===== src/rtl/mux.sv =====
// Registered 3-to-1 shape-code selector.
// Select 3 is reserved and loads all-zeros.
module mux #(
   parameter int WIDTH = 2
) (
   input  logic             clk,
   input  logic             rst,
   input  logic [WIDTH-1:0] cuadrado,
   input  logic [WIDTH-1:0] circulo,
   input  logic [WIDTH-1:0] recta,
   input  logic [1:0]       selec,
   output logic [WIDTH-1:0] out
);

   logic [WIDTH-1:0] out_d;
   logic [WIDTH-1:0] out_q;

   // Unknown select bits fall into the default branch
   always_comb begin
      out_d = '0;
      unique case (1'b1)
         (selec == 2'b00): out_d = cuadrado;
         (selec == 2'b01): out_d = circulo;
         (selec == 2'b10): out_d = recta;
         default:          out_d = '0;
      endcase
   end

   always_ff @(posedge clk) begin
      if (rst) begin
         out_q <= '0;
      end else begin
         out_q <= out_d;
      end
   end

   assign out = out_q;

endmodule


===== config.mk =====
export PLATFORM = sky130hd
export DESIGN_NAME = mux
export DESIGN_NICKNAME = d
export VERILOG_FILES = /design/src/rtl/mux.sv
export SDC_FILE = /design/constraint.sdc
export NUM_CORES = 1
export LEC_CHECK = 0
export BUFFER_PORTS_ARGS = -buffer_cell sky130_fd_sc_hd__buf_2
export CAP_MARGIN = 10
export CORE_AREA = 3 3 40 42
export CTS_BUF_LIST = sky130_fd_sc_hd__clkbuf_8
export CTS_CLUSTER_SIZE = 10
export DETAILED_ROUTE_END_ITERATION = 6
export DIE_AREA = 0 0 43 45
export SYNTH_ARGS = -nofsm -noshare
export SYNTH_HDL_FRONTEND = slang
export SYNTH_SLANG_ARGS = --single-unit

===== constraint.sdc =====
create_clock -name clk -period 1.2 [get_ports clk]
set_input_delay 0.18 -clock clk [delete_from_list [all_inputs] [get_ports clk]]
set_output_delay 0.18 -clock clk [all_outputs]
set_load 0.03 [all_outputs]

; Word-level counts from Yosys, hierarchy flattened
; Index checks and enable logic that the tools add are counted.
; W data, S select, Z words.
[totals]
input_bits = 10
reg_bits = 2
[classes]
reduce_logical = 1
eq_ne = 2
n_mux = 1
[ops]
columns = cell, n
row1 = $pmux W2 S3, 1
row2 = $eq A2 B1 Y1 const B, 1
row3 = $eq A2 B2 Y1 const B, 1
row4 = $logic_not A2 Y1, 1

; Longest topological paths before layout
; Gate-level depths: netlist (run 1).
[logic_depth]
word_depth = 2
depth_mapped = 3
ltp_nobuf = 3

; Worst setup path before layout (run 1)
; Ideal clock, no wire load.
[synth_timing]
path_type = input-to-reg
startpoint = input port cuadrado[0]
endpoint = register out_q[0] (netlist: out[0])
setup_time_ns = 0.125
t_required_ns = 1.075
n_path_buf = 0
path_slack_ns = 0.532
stages = 3
arrival_ns = 0.543
path_cell_list = nor2b_1 -> a211oi_1 -> a211oi_1
[synth_via]
elab_chain_len = 1
[synth_lines]
columns = element, line
row1 = "start, declared", 8  ; input logic [WIDTH-1:0] cuadrado,
row2 = $pmux W2 S3, 21  ; unique case (1'b1)
row3 = "end signal, assigned", 33  ; out_q <= out_d;
row4 = "end, declared", 16  ; logic [WIDTH-1:0] out_q;
; No other way between the ends.
; A chain may end at the register's enable or synchronous reset.

; Worst setup path after layout (run 1)
[layout_timing]
startpoint = register out_q[1] (netlist: out[1])
endpoint = output port out[1]
[layout_rtl]
columns = element, line
row1 = "end, declared", 12  ; output logic [WIDTH-1:0] out
; No word-level cell between the ends.

==> metrics.cfg, run 1 <==
[run_status]
outcome=completed

[global_route]
grt_max_degree=7
grt-ovfl-total=0
grt_antenna_before_repair=0
grtUsageTotal=0.0391
grt_pass1_vias=138
grt_pass1_wl_um=455

[sta]
fin_setup_tns_ns=0
report.final.slew_viol_count=0
layout_min_cycle_time_ns=0.863
whs_ns=0.167
hold_viol=0
setup-violations-final=0
worst_slew_pin_slew_ns=0.203
slew_headroom=0.864
timing.fmax_ghz=1.16
worst_slack_ns=0.337
grt_setup_unrepaired=no
finalCritPeriodShare=0.719

[clock_network]
cts_buffer_depth=2
clkSinkCount=2
numCtsBuffers=3
cts_root_buf=clkbuf_8
cts_hold_buf=0
cts_setup_buffers=0
cts_tree=yes
htree_levels=1
cts_resized=0
path_clk_slew_ns=0.03

[cells_and_area]
drive_gt1_frac=0.583
nFillCells=145
nets=36
final_cell_count_no_fill=39
largest_reg_flops=2
diodes=0
flow.area_growth_from_synthesis_pct=121

[placement]
pre_cts_ws_ns=0.373
gp_congestion=0.609
portBuffers=11
placed_cells=36

[floorplan]
num_rows=13
core_area_mm2=0.00128
dieArea_mm2=0.00194
die_w_um=43
initial_utilization=0.0740
dieHeight_um=45
boundaryPins=12

[synth]
ys_seq_elements=2
synth_cell_types=4
yosysWarnings=0
netlist_instances=10
syn_area_um2=95.1
syn_avg_cell_area_um2=9.51
synth_top_area_cell=dfxtp_1
yosysSeqAreaShare=0.421
synthTopCellsByArea=dfxtp_1, a211oi_1, nand2b_1
synth_nets=20
yosysTopAreaCellShare=0.421

[pwr]
ir_drop_mv=0.343
power_per_cell_area_mw_per_mm2=1790
power.leakage_uw=0.0000972

[detailed_routing]
detail_route.wl_per_cell_um=6.95
dr.pass1.iters=1
totalWireLength_um=271
drtIter0Drc=0
vias=122
drcViolationCount=0
via_per_inst=3.13
antenna_left=0

[setup_path]
critPathCaptureType=primary output
arrival_ns=0.68
crit_family=flip-flops
worstSetupPathType=reg -> out
slowest_delay_ns=0.29
path_max_fanout=1
worstSetupStartpointType=flop
cp.depth=1
crit_path_cell_trace=buf_2
critical_path.slowest_cell=dfxtp_1
cp_data_required_time_ns=1.02
path_buf_inv=1

[flow_run]
drv_cap=0

[hold_path]
hp-class=in -> reg
min_path_cells=2

==> cells by family (layout without fill, tap and decap cells) <==
| logic type | Yosys count | count (layout) | synth area share |
|---|---|---|---|
| buffers and inverters | 0 | 14 | 0 |
| DFF | 2 | 2 | 0.421 |
| AOI/OAI and AO/OA | 4 | 4 | 0.316 |
| and+or+nand+nor | 4 | 4 | 0.263 |
==> cells in the mapped netlist <==
cell / instances
nand2b_1: 2
dfxtp_1: 2
a211oi_1: 4
nor2b_1: 2
==> layer usage <==
metal	wire (um)	GRT usage
met1	109	0.0312
met2	81	0.0419
met3	80	0.0438
met4	0	0.0542
met5	0	0
==> layout make-up <==
class / instances / area [um2] / area share
Sequential cell: 2 / 40.0 / 0.190
Multi-Input combinational cell: 8 / 55.1 / 0.262
Timing Repair Buffer: 11 / 55.1 / 0.262
Tap cell: 15 / 18.8 / 0.0893
Clock buffer: 3 / 41.3 / 0.196
==> per-stage QoR <==
stage	total power (uW)	utilization	area [um2]
final	376	0.164	210
after global routing	399	0.164	210
after CTS	390	0.164	210
after detailed placement	117	0.131	169
after global placement	116	0.131	169
after floorplan	93.4	-	95.1
==> report_power, final <==
group          switching (uW)  internal [uW]
logic                    21.9           20.3
registers               0.771           71.7
clock network            49.5            212
total                    72.2            304
==> placed cells by master, fill, tap and decap left out <==
cell type	count
nor2b_1	2
dfxtp_1	2
buf_2	11
clkbuf_8	3
a211oi_1	4
nand2b_1	2
==> path summary, 6_finish.rpt <==
check  endpoint  startpoint  slack, ns
min      out[1]         rst       0.17
max      out[1]      out[1]       0.34
No activity file was read; power rests on OpenSTA's default activity.
==> run 2: changes to the inputs <==
==> constraint.sdc (replaced) <==
create_clock -name clk -period 0.8 [get_ports clk]
set_input_delay 0.12 -clock clk [delete_from_list [all_inputs] [get_ports clk]]
set_output_delay 0.12 -clock clk [all_outputs]
set_load 0.03 [all_outputs]
==> metrics.cfg, run 2 (synthesis results as in run 1) <==
[run_status]
outcome=completed

[clock_network]
cts_resized=2
numCtsBuffers=3
cts_setup_buffers=0
path_clk_slew_ns=0.03
cts_hold_buf=0
cts_root_buf=clkbuf_8
clkSinkCount=2
cts_tree=yes
htree_levels=1
cts_buffer_depth=2

[cells_and_area]
largest_reg_flops=2
final_common_cell=buf_2
drive_gt1_frac=0.625
nets=36
finalCoreUtilization=0.171
diodes=0
layout_common_cells=buf_2, a211oi_1, clkbuf_8
nFillCells=141
flow.area_growth_from_synthesis_pct=132

[pwr]
power_per_cell_area_mw_per_mm2=2580
combinationalPowerShare=0.122
p_clk_frac=0.683
p_seq_frac=0.195
power.leakage_uw=0.0000991
switchingPower_uw=106
ir_drop_mv=0.556
p_sw_frac=0.187
intPower_uw=462

[sta]
setup-violations-final=0
worst_slew_pin_slew_ns=0.237
slew_headroom=0.841
report.final.slew_viol_count=0
timing.fmax_ghz=1.29
fin_setup_tns_ns=0
grt_setup_unrepaired=no
layout_min_cycle_time_ns=0.773
hold_viol=0
finalCritPeriodShare=0.966

[setup_path]
cp_data_required_time_ns=0.68
critPathCaptureType=primary output
crit_family=flip-flops
arrival_ns=0.65
path_buf_inv=1
worstSetupStartpointType=flop
slowest_delay_ns=0.30
critical_path.slowest_cell=dfxtp_1
cp.depth=1
path_max_fanout=1
worstSetupPathType=reg -> out
crit_path_start=out[0]
crit_path_cell_trace=buf_4
cp-endpoint=out[0]

[global_route]
grtUsageTotal=0.0457
grt_pass1_vias=124
grt_antenna_before_repair=0
grt_max_degree=7
grt-ovfl-total=0
grt_pass1_wl_um=517

[floorplan]
num_rows=13
core_area_mm2=0.00128
dieHeight_um=45
boundaryPins=12
initial_utilization=0.0740
die_w_um=43
dieArea_mm2=0.00194

[detailed_routing]
drcViolationCount=0
totalWireLength_um=280
vias=123
drtIter0Drc=0
via_per_inst=3.15
antenna_left=0
detail_route.wl_per_cell_um=7.18
dr.pass1.iters=1

[hold_path]
hp-class=in -> reg

[placement]
portBuffers=11
gp_congestion=0.595

[flow_run]
drv_cap=0

run 2: area by class of cell:
type | count | area [um2] | area share
timing repair buffer | 11 | 63.8 | 0.290
clock buffer | 3 | 41.3 | 0.188
tap | 15 | 18.8 | 0.0852
multi-input combinational | 8 | 55.1 | 0.250
sequential | 2 | 41.3 | 0.188
run 2: stage by stage:
stage / hold WS (ns) / setup WS (ns) / total power [uW] / area, um2 / instances
final: 0.0939 / 0.0274 / 569 / 220 / 39
after floorplan: 0.193 / 0.192 / 140 / 95.1 / 10
after global routing: 0.102 / 0.00513 / 611 / 220 / 39
after global placement: 0.306 / 0.0405 / 173 / 169 / 36
after CTS: 0.0938 / 0.0125 / 582 / 215 / 39
after detailed placement: 0.312 / 0.0358 / 175 / 169 / 36
run 2: how the worst min path moves through the flow:
stage	from	endpoint	slack [ns]	depth (start not counted)
5_1_grt	rst	out[0]	0.10	2
3_3_place_gp	rst	out[0]	0.31	2
4_1_cts	rst	out[0]	0.09	2
6_report	rst	out[0]	0.09	2
2_1_floorplan	rst	out[0]	0.19	1
3_5_place_dp	rst	out[0]	0.31	2
run 2: metal layers:
metal,global-route usage,wire (um),up-vias
met5,0,0,-
met4,0.0542,0,0
met3,0.0478,67,0
met2,0.0389,77,14
met1,0.0504,135,42
li1,-,-,67
run 2: power groups by stage:
stage	registers [uW]	logic, uW	clock network, uW
final	111	69.5	388
after global routing	112	76.9	422
after CTS	109	68.2	405
after detailed placement	110	64.4	0
after global placement	110	63.4	0
after floorplan	125	15.2	0
==> run 3: changes to the inputs <==
--- a/config.mk
+++ b/config.mk
@@ -8,7 +8,6 @@
 export BUFFER_PORTS_ARGS = -buffer_cell sky130_fd_sc_hd__buf_2
 export CAP_MARGIN = 10
 export CORE_AREA = 3 3 40 42
-export CTS_BUF_LIST = sky130_fd_sc_hd__clkbuf_8
 export CTS_CLUSTER_SIZE = 10
 export DETAILED_ROUTE_END_ITERATION = 6
 export DIE_AREA = 0 0 43 45
==> metrics.cfg, run 3 (synthesis results as in run 1) <==
[run_status]
outcome=completed

[detailed_routing]
via_per_inst=3.21
vias=125
dr.pass1.iters=1
drcViolationCount=0
drtIter0Drc=0
detail_route.wl_per_cell_um=7.08
totalWireLength_um=276
antenna_left=0

[clock_network]
cts_resized=4
cts_root_buf=clkbuf_4
clkSinkCount=2
cts_hold_buf=0
numCtsBuffers=3
path_clk_slew_ns=0.03
htree_levels=1
cts_setup_buffers=0
cts_buffer_depth=2
cts_tree=yes

[cells_and_area]
final_common_cell=buf_2
final_cell_count_no_fill=39
layout_common_cells=buf_2, a211oi_1, clkbuf_4
diodes=0
largest_reg_flops=2
flow.area_growth_from_synthesis_pct=117
final_area_um2=206
drive_gt1_frac=0.667
nets=36

[sta]
finalCritPeriodShare=0.966
timing.fmax_ghz=1.29
report.final.slew_viol_count=0
layout_min_cycle_time_ns=0.773
slew_headroom=0.839
whs_ns=0.0696
setup-violations-final=0
grt_setup_unrepaired=yes
hold_viol=0
worst_slew_pin_slew_ns=0.239

[floorplan]
num_rows=13
die_w_um=43
dieArea_mm2=0.00194
initial_utilization=0.0740
core_area_mm2=0.00128
boundaryPins=12
dieHeight_um=45

[hold_path]
min-delay-start=rst
min_path_cells=2
hp-class=in -> reg

[pwr]
p_total_uw=403
power.leakage_uw=0.0000926
ir_drop_mv=0.388
power_per_cell_area_mw_per_mm2=1950

[setup_path]
cp.depth=1
path_buf_inv=1
arrival_ns=0.65
crit_path_start=out[0]
cp_data_required_time_ns=0.68
worstSetupPathType=reg -> out
worstSetupStartpointType=flop
slowest_delay_ns=0.30
path_max_fanout=1
critPathCaptureType=primary output
crit_path_cell_trace=buf_6
crit_family=flip-flops
critical_path.slowest_cell=dfxtp_2

[global_route]
grt_pass1_wl_um=531
grt-ovfl-total=0
grt_max_degree=7
grt_antenna_before_repair=0
grtUsageTotal=0.0457
grt_pass1_vias=124

[placement]
portBuffers=11
gp_congestion=0.595
place_area_um2=169
placed_cells=36

[flow_run]
drv_cap=0

-- run 3: cell counts in the layout (fill, tap and decap cells not counted) --
No cell type changed its count.
-- run 3: final timing paths --
path,endpoint,slack (ns)
max,out[0],0.03
min,out[0],0.07
-- run 3: per-stage QoR --
stage           util  worst slack [ns]  setup TNS [ns]
6_report       0.161            0.0269               0
5_1_grt        0.161          -0.00855         -0.0104
4_1_cts        0.157           0.00654               0
3_5_place_dp   0.131            0.0358               0
3_3_place_gp   0.131            0.0405               0
2_1_floorplan      -             0.192               0
-- run 3: area by class of cell --
cell class                 instances  area (um2)
tap                               15        18.8
multi-input combinational          8        55.1
clock buffer                       3        22.5
timing repair buffer              11        67.6
fill                             143        1080
sequential                         2        42.5
-- run 3: report_power, final --
group	switching [uW]	leakage, uW	internal (uW)
Clock	54.2	0.0000138	165
Sequential	3.01	0.0000172	109
Combinational	33.0	0.0000615	38.6
-- run 3: routing by layer --
layer / routed length (um) / global-route usage
met2: 77 / 0.0389
met5: 0 / 0
met3: 57 / 0.0478
met4: 0 / 0.0542
met1: 141 / 0.0502
